File: src/rtl/gsched_pkg.sv
// Shared types and helpers for the Gaussian bank scheduler.
package gsched_pkg;

  typedef enum logic [2:0] {
    S_FLUSH,
    S_IDLE,
    S_ISSUE,
    S_DRAIN,
    S_DONE
  } gsched_state_t;

  // Width needed to index n items; never narrower than one bit.
  function automatic int unsigned idx_w(input int unsigned n);
    return (n < 2) ? 1 : $clog2(n);
  endfunction

  function automatic int sat_max(input int unsigned w);
    return (1 << (w - 1)) - 1;
  endfunction

  function automatic int sat_min(input int unsigned w);
    return -(1 << (w - 1));
  endfunction

endpackage

File: src/rtl/gsched_dog_unit.sv
// One saturating difference hi - lo, clamped to the signed DATA_W range.
// Instantiated by gauss_bank_scheduler only when GSCHED_DOG_EN is defined.
module gsched_dog_unit
  import gsched_pkg::*;
#(
  parameter int unsigned DATA_W = 9
) (
  input  logic [DATA_W-1:0] i_hi,
  input  logic [DATA_W-1:0] i_lo,
  output logic [DATA_W-1:0] o_diff
);

  logic signed [DATA_W:0] w_diff;

  assign w_diff = $signed({i_hi[DATA_W-1], i_hi}) - $signed({i_lo[DATA_W-1], i_lo});

  // Overflow iff the extra sign bit disagrees with the DATA_W sign bit.
  always_comb begin
    o_diff = w_diff[DATA_W-1:0];
    if (w_diff[DATA_W] != w_diff[DATA_W-1])
      o_diff = w_diff[DATA_W] ? DATA_W'(sat_min(DATA_W)) : DATA_W'(sat_max(DATA_W));
  end

endmodule

File: src/rtl/gauss_bank_scheduler.sv
// Shares one Gaussian MAC across N_SCALE kernels and publishes the result bank.
// Optional GSCHED_DOG_EN adds a registered, saturated DoG output (latency +1).
module gauss_bank_scheduler
  import gsched_pkg::*;
#(
  parameter int unsigned N_SCALE = 5,
  parameter int unsigned DATA_W  = 9,
  parameter int unsigned MAC_LAT = 3
) (
  input  logic                          pixClk,
  input  logic                          rst,
  input  logic                          clear,
  input  logic                          pix_en,
  output logic                          mac_issue,
  output logic [idx_w(N_SCALE)-1:0]     mac_sel,
  input  logic                          mac_res_valid,
  input  logic [DATA_W-1:0]             mac_res,
  output logic [N_SCALE*DATA_W-1:0]     scale_out,
  output logic                          scale_valid,
  output logic                          busy,
  output logic                          overrun,
  output logic                          spurious
`ifdef GSCHED_DOG_EN
  ,
  output logic [(N_SCALE-1)*DATA_W-1:0] dog_out
`endif
);

  localparam int unsigned SEL_W = idx_w(N_SCALE);
  localparam int unsigned CNT_W = idx_w(N_SCALE + 1);
  localparam int unsigned FL_W  = idx_w(MAC_LAT + 1);

  gsched_state_t               r_state;
  logic [FL_W-1:0]             r_flush_cnt;
  logic [CNT_W-1:0]            r_ret_cnt;
  logic                        r_pending;
  logic [DATA_W-1:0]           r_bank [N_SCALE];
  logic [N_SCALE*DATA_W-1:0]   r_scale;
  logic                        r_strobe;

  logic                        w_ret_ok;
  logic                        w_take;
  logic                        w_last;
  logic                        w_spur_evt;
  logic                        w_ovr_evt;
  logic [N_SCALE*DATA_W-1:0]   w_bank_next;

  assign w_ret_ok   = ((r_state == S_ISSUE) || (r_state == S_DRAIN)) &&
                      (r_ret_cnt < CNT_W'(N_SCALE));
  assign w_take     = mac_res_valid && w_ret_ok;
  assign w_last     = w_take && (r_ret_cnt == CNT_W'(N_SCALE - 1));
  assign w_spur_evt = mac_res_valid && (r_state != S_FLUSH) && !w_ret_ok;
  assign w_ovr_evt  = pix_en && r_pending;
  assign busy       = (r_state != S_IDLE);

  // Bank image including the result arriving this cycle, for the final load.
  always_comb begin
    w_bank_next = '0;
    for (int unsigned i = 0; i < N_SCALE; i++)
      w_bank_next[i*DATA_W +: DATA_W] = (i == r_ret_cnt) ? mac_res : r_bank[i];
  end

  always_ff @(posedge pixClk) begin
    if (rst) begin
      r_state     <= S_FLUSH;
      r_flush_cnt <= '0;
      r_ret_cnt   <= '0;
      r_pending   <= 1'b0;
      r_scale     <= '0;
      r_strobe    <= 1'b0;
      mac_issue   <= 1'b0;
      mac_sel     <= '0;
      overrun     <= 1'b0;
      spurious    <= 1'b0;
    end else begin
      overrun  <= w_ovr_evt  | (overrun  & ~clear);
      spurious <= w_spur_evt | (spurious & ~clear);
      r_strobe <= 1'b0;

      if (pix_en && (r_state != S_IDLE))
        r_pending <= 1'b1;

      if (w_take) begin
        r_bank[SEL_W'(r_ret_cnt)] <= mac_res;
        r_ret_cnt                 <= r_ret_cnt + 1'b1;
      end

      case (r_state)
        S_FLUSH: begin
          if (r_flush_cnt == FL_W'(MAC_LAT - 1)) begin
            r_state     <= S_IDLE;
            r_flush_cnt <= '0;
          end else begin
            r_flush_cnt <= r_flush_cnt + 1'b1;
          end
        end
        // A pixel held over from FLUSH is served here; pix_en alongside it is dropped.
        S_IDLE: begin
          if (r_pending || pix_en) begin
            r_state   <= S_ISSUE;
            r_pending <= 1'b0;
            r_ret_cnt <= '0;
            mac_issue <= 1'b1;
            mac_sel   <= '0;
          end
        end
        S_ISSUE: begin
          if (mac_sel == SEL_W'(N_SCALE - 1)) begin
            mac_issue <= 1'b0;
            r_state   <= S_DRAIN;
          end else begin
            mac_sel <= mac_sel + 1'b1;
          end
        end
        S_DRAIN: ;
        S_DONE: begin
          r_ret_cnt <= '0;
          if (r_pending) begin
            r_state   <= S_ISSUE;
            r_pending <= 1'b0;
            mac_issue <= 1'b1;
            mac_sel   <= '0;
          end else begin
            r_state <= S_IDLE;
          end
        end
        default: r_state <= S_FLUSH;
      endcase

      if (w_last) begin
        r_scale  <= w_bank_next;
        r_strobe <= 1'b1;
        r_state  <= S_DONE;
      end
    end
  end

`ifdef GSCHED_DOG_EN
  logic [(N_SCALE-1)*DATA_W-1:0] w_dog;

  for (genvar gi = 0; gi < N_SCALE - 1; gi++) begin : g_dog
    gsched_dog_unit #(.DATA_W(DATA_W)) u_dog (
      .i_hi   (r_scale[(gi+1)*DATA_W +: DATA_W]),
      .i_lo   (r_scale[gi*DATA_W +: DATA_W]),
      .o_diff (w_dog[gi*DATA_W +: DATA_W])
    );
  end

  // Output stage keeps scale_out, dog_out and scale_valid aligned.
  always_ff @(posedge pixClk) begin
    if (rst) begin
      scale_out   <= '0;
      dog_out     <= '0;
      scale_valid <= 1'b0;
    end else begin
      scale_out   <= r_scale;
      dog_out     <= w_dog;
      scale_valid <= r_strobe;
    end
  end
`else
  assign scale_out   = r_scale;
  assign scale_valid = r_strobe;
`endif

endmodule

File: config.mk
export PLATFORM = sky130hd
export DESIGN_NAME = gauss_bank_scheduler
export DESIGN_NICKNAME = d
export VERILOG_FILES = /design/src/rtl/gsched_pkg.sv /design/src/rtl/gsched_dog_unit.sv /design/src/rtl/gauss_bank_scheduler.sv
export SDC_FILE = /design/constraint.sdc
export NUM_CORES = 1
export LEC_CHECK = 0
export CORE_MARGIN = 4
export CORE_UTILIZATION = 45
export CTS_CLUSTER_SIZE = 8
export DETAILED_ROUTE_END_ITERATION = 7
export PLACE_DENSITY = 0.85
export SYNTH_ARGS = -nofsm -noshare
export SYNTH_HDL_FRONTEND = slang
export SYNTH_SLANG_ARGS = --single-unit
File: constraint.sdc
create_clock -name pixClk -period 1.7 [get_ports pixClk]
set_clock_uncertainty 0.05 [all_clocks]
set_input_delay 0.34 -clock pixClk [delete_from_list [all_inputs] [get_ports pixClk]]
set_output_delay 0.34 -clock pixClk [all_outputs]
set_load 0.005 [all_outputs]
==> flow_summary.toml <==
[outcome]
status = "completed"

[cells_and_area]
layout-drive-gt1-share_pct = 18.1
final_cells = 453
fill_cells = 526
nNetsFinal = 368
n_antenna_cell = 0
synthToLayoutAreaGrowth_pct = 35.6
fin_util_pct = 63.6
multi_input_area_mm2 = 0.00106
regArea_mm2 = 0.00231

[synth]
synth_area_leader_cell = "dfxtp_1"
synth_adder_area_share_pct = 1.82
synth-simple-area-share_pct = 8.19
syn_area_mm2 = 0.00344
syn_area_per_cell_um2 = 13.2
synth_edf_count = 36
yosysMostFrequentCell = "dfxtp_1"
ys_warn_count = 0
ys_ff_latch = 97
synth_seq_area_share_pct = 67.0
synth_top_family_by_area = "compound AO/OA/AOI/OAI gates"
synthTopCellsByCount = "dfxtp_1 (61), a22o_1 (36), edfxtp_1 (36)"
syn_inst = 261
synth.area.top_cells = "dfxtp_1 (36%), edfxtp_1 (31%), a22o_1 (9.2%)"
postSynth.asyncResetShare_pct = 0
synth_compound_area_share_pct = 15.6
synth_nets = 280
synthXorXnorAreaFrac_pct = 0.255
synthMuxAreaShare_pct = 3.49
synth_top_cell_area_share_pct = 35.5
ys_types = 45
yosys_most_used_dff = "dfxtp_1"

[worst_setup_path]
cp_slowest_cell = "or4b_1"
timing.rr.end = "mac_sel[0]"
setup.worst_path.class = "flop to flop"
startpoint = "r_state[2]"
cp.depth = 6
endpoint_kind = "flop"
worstPathArrival_ps = 1900
cp_num_buf_inv = 2
r2r_slack_ps = 30
critical_path.cell_chain = "buf_6 -> buf_6 -> and4bb_4 -> a211oi_4 -> or4b_1 -> o21ai_1"
crit_top_cell = "buf_6"
setup.worst_path.start_class = "flop"
crit_fanout = 6
path_delay_family = "simple AND/OR/NAND/NOR gates"
crit_path_end = "mac_sel[0]"
cp.required_ps = 1930
r2r_start = "r_state[2]"
reg2regPathDepth = 6
max_stage_delay_ps = 520

[placement]
place_inst = 432
portBuffers = 66
post-dp-hpwl_um = 5180
gp_congestion = 0.887

[detailed_routing]
routed_wl_um = 7630
wl_met1_um = 3200
wl_met3_um = 339
routed-wl-met2_um = 3850
num_vias = 2406
ant_nets = 0
wire_per_inst_um = 16.8
highest_layer = "met4"
drt_iter0_drc = 98
drc = 0
dr.pass1.iters = 4
avgViaCountPerCell = 5.31

[clocking]
ctsLongestPathBuffers = 2
clkTransAtPathRegs_ps = 100
htree_levels = 3
cts_tree = "done"
numCtsBuffers = 9
insertion_delay_ps = 350
root_buffer = "clkbuf_8"
cts.sinks = 97

[floorplanning]
core_mm2 = 0.00733
dieWidth_um = 95.4
std_cell_rows = 31
pin_count = 67
dieArea_mm2 = 0.00910
start_util_pct = 46.9
die_y_um = 95.4

[timing]
setup_viol = 0
worstMarginPinSlew_ps = 387
relSlewSlack_pct = 74.0
max_freq_mhz = 598
finalHoldViolCount = 0
setup_tns_ps = 0
rsz0062_at_grt = "true"
fin_hold_ws_ps = 401
fin_crit_sh_pct = 98.3
finalCriticalPeriod_ps = 1670
slew_viol_final = 0

[global_route]
grt_max_degree = 38
grt_pass1_wl_um = 12100
overflow = 0
grt_pass1_vias = 2413
grt_antenna_before_repair = 0
track_usage_pct = 17.8

[worst_hold_path]
hold_start = "scale_out[32]"
hp-class = "flop to flop"

[power]
vdd_ir_drop_max_mv = 0.597
power.density_mw_per_mm2 = 940
finalPower_mw = 4.38
power.leakage_nw = 1.71

[job]
max_cap_violations = 0
## per-layer routing
metal	vias up	GRT usage (%)
met1	1173	21.2
met4	0	9.00
met5	-	0
met3	22	4.34
met2	79	29.9
li1	1132	-
## stage by stage
step	instance area [um^2]	setup slack [ps]
6_report	4660	28.5
5_1_grt	4660	-34.7
4_1_cts	4650	2.38
3_5_place_dp	4370	-410
3_3_place_gp	4370	-386
2_1_floorplan	3440	91.0
## power by group
part / internal (mW) / switching, mW / total, mW
combinational: 0.231 / 0.210 / 0.441
clock: 0.609 / 0.822 / 1.43
sequential: 2.46 / 0.0516 / 2.51
## cell usage in the layout, fill, tap and decap left out, types with 10 or more instances in the layout
cell type	Yosys	final
nor2_1	13	13
dfxtp_1	61	53
clkbuf_8	0	10
a22o_1	36	36
clkdlybuf4s50_1	0	64
buf_4	1	17
mux2i_1	12	12
edfxtp_1	36	36
o21ai_1	10	10
nand2_1	16	16
## registers in the layout, summed over array words and instances, names as in the netlist
register	cells
r_flush_cnt	2
r_pending	1
overrun	1
r_ret_cnt	3
r_bank	36
mac_issue	1
mac_sel	3
scale_out	45
r_state	3
scale_valid	1
spurious	1
## worst register-to-register path, cell delays in order, from the launching register on
cell and delay, ps:
dfxtp_2 350, buf_6 110, buf_6 120, and4bb_4 300, a211oi_4 60, or4b_1 520, o21ai_1 90
## what timing repair did
item,in CTS,in global routing
setup endpoints to repair,33,44
hold buffers,0,0
setup buffers,5,1
pin swaps,2,4
resized for setup,13,6
## area by class of cell
cell class	instances	share of cell area, %
Clock buffer	10	2.95
Clock inverter	6	1.29
Inverter	9	0.993
Multi-Input combinational cell	141	22.7
Sequential cell	97	49.6
Tap cell	99	2.66
Timing Repair Buffer	91	19.8
## logic make-up (layout without fill, tap and decap cells)
logic type,after synthesis,after routing
AOI/OAI and AO/OA,70,70
xor gates and xnor gates,1,1
adders and majority gates,5,5
buffers and inverters,23,116
DFF,97,97
muxes,12,12
and+or+nand+nor,53,53
## how the worst min path moves through the flow
| stage | to | slack [ps] | cells after the start |
|---|---|---|---|
| after global placement | scale_out[32] | 390 | 2 |
| final | scale_out[32] | 400 | 2 |
| after floorplan | r_bank[0][0] | 390 | 0 |
| after detailed placement | scale_out[28] | 390 | 2 |
| after CTS | scale_out[32] | 400 | 2 |
| after global routing | scale_out[32] | 430 | 2 |
Note: power is estimated with default switching activity, not from simulation.
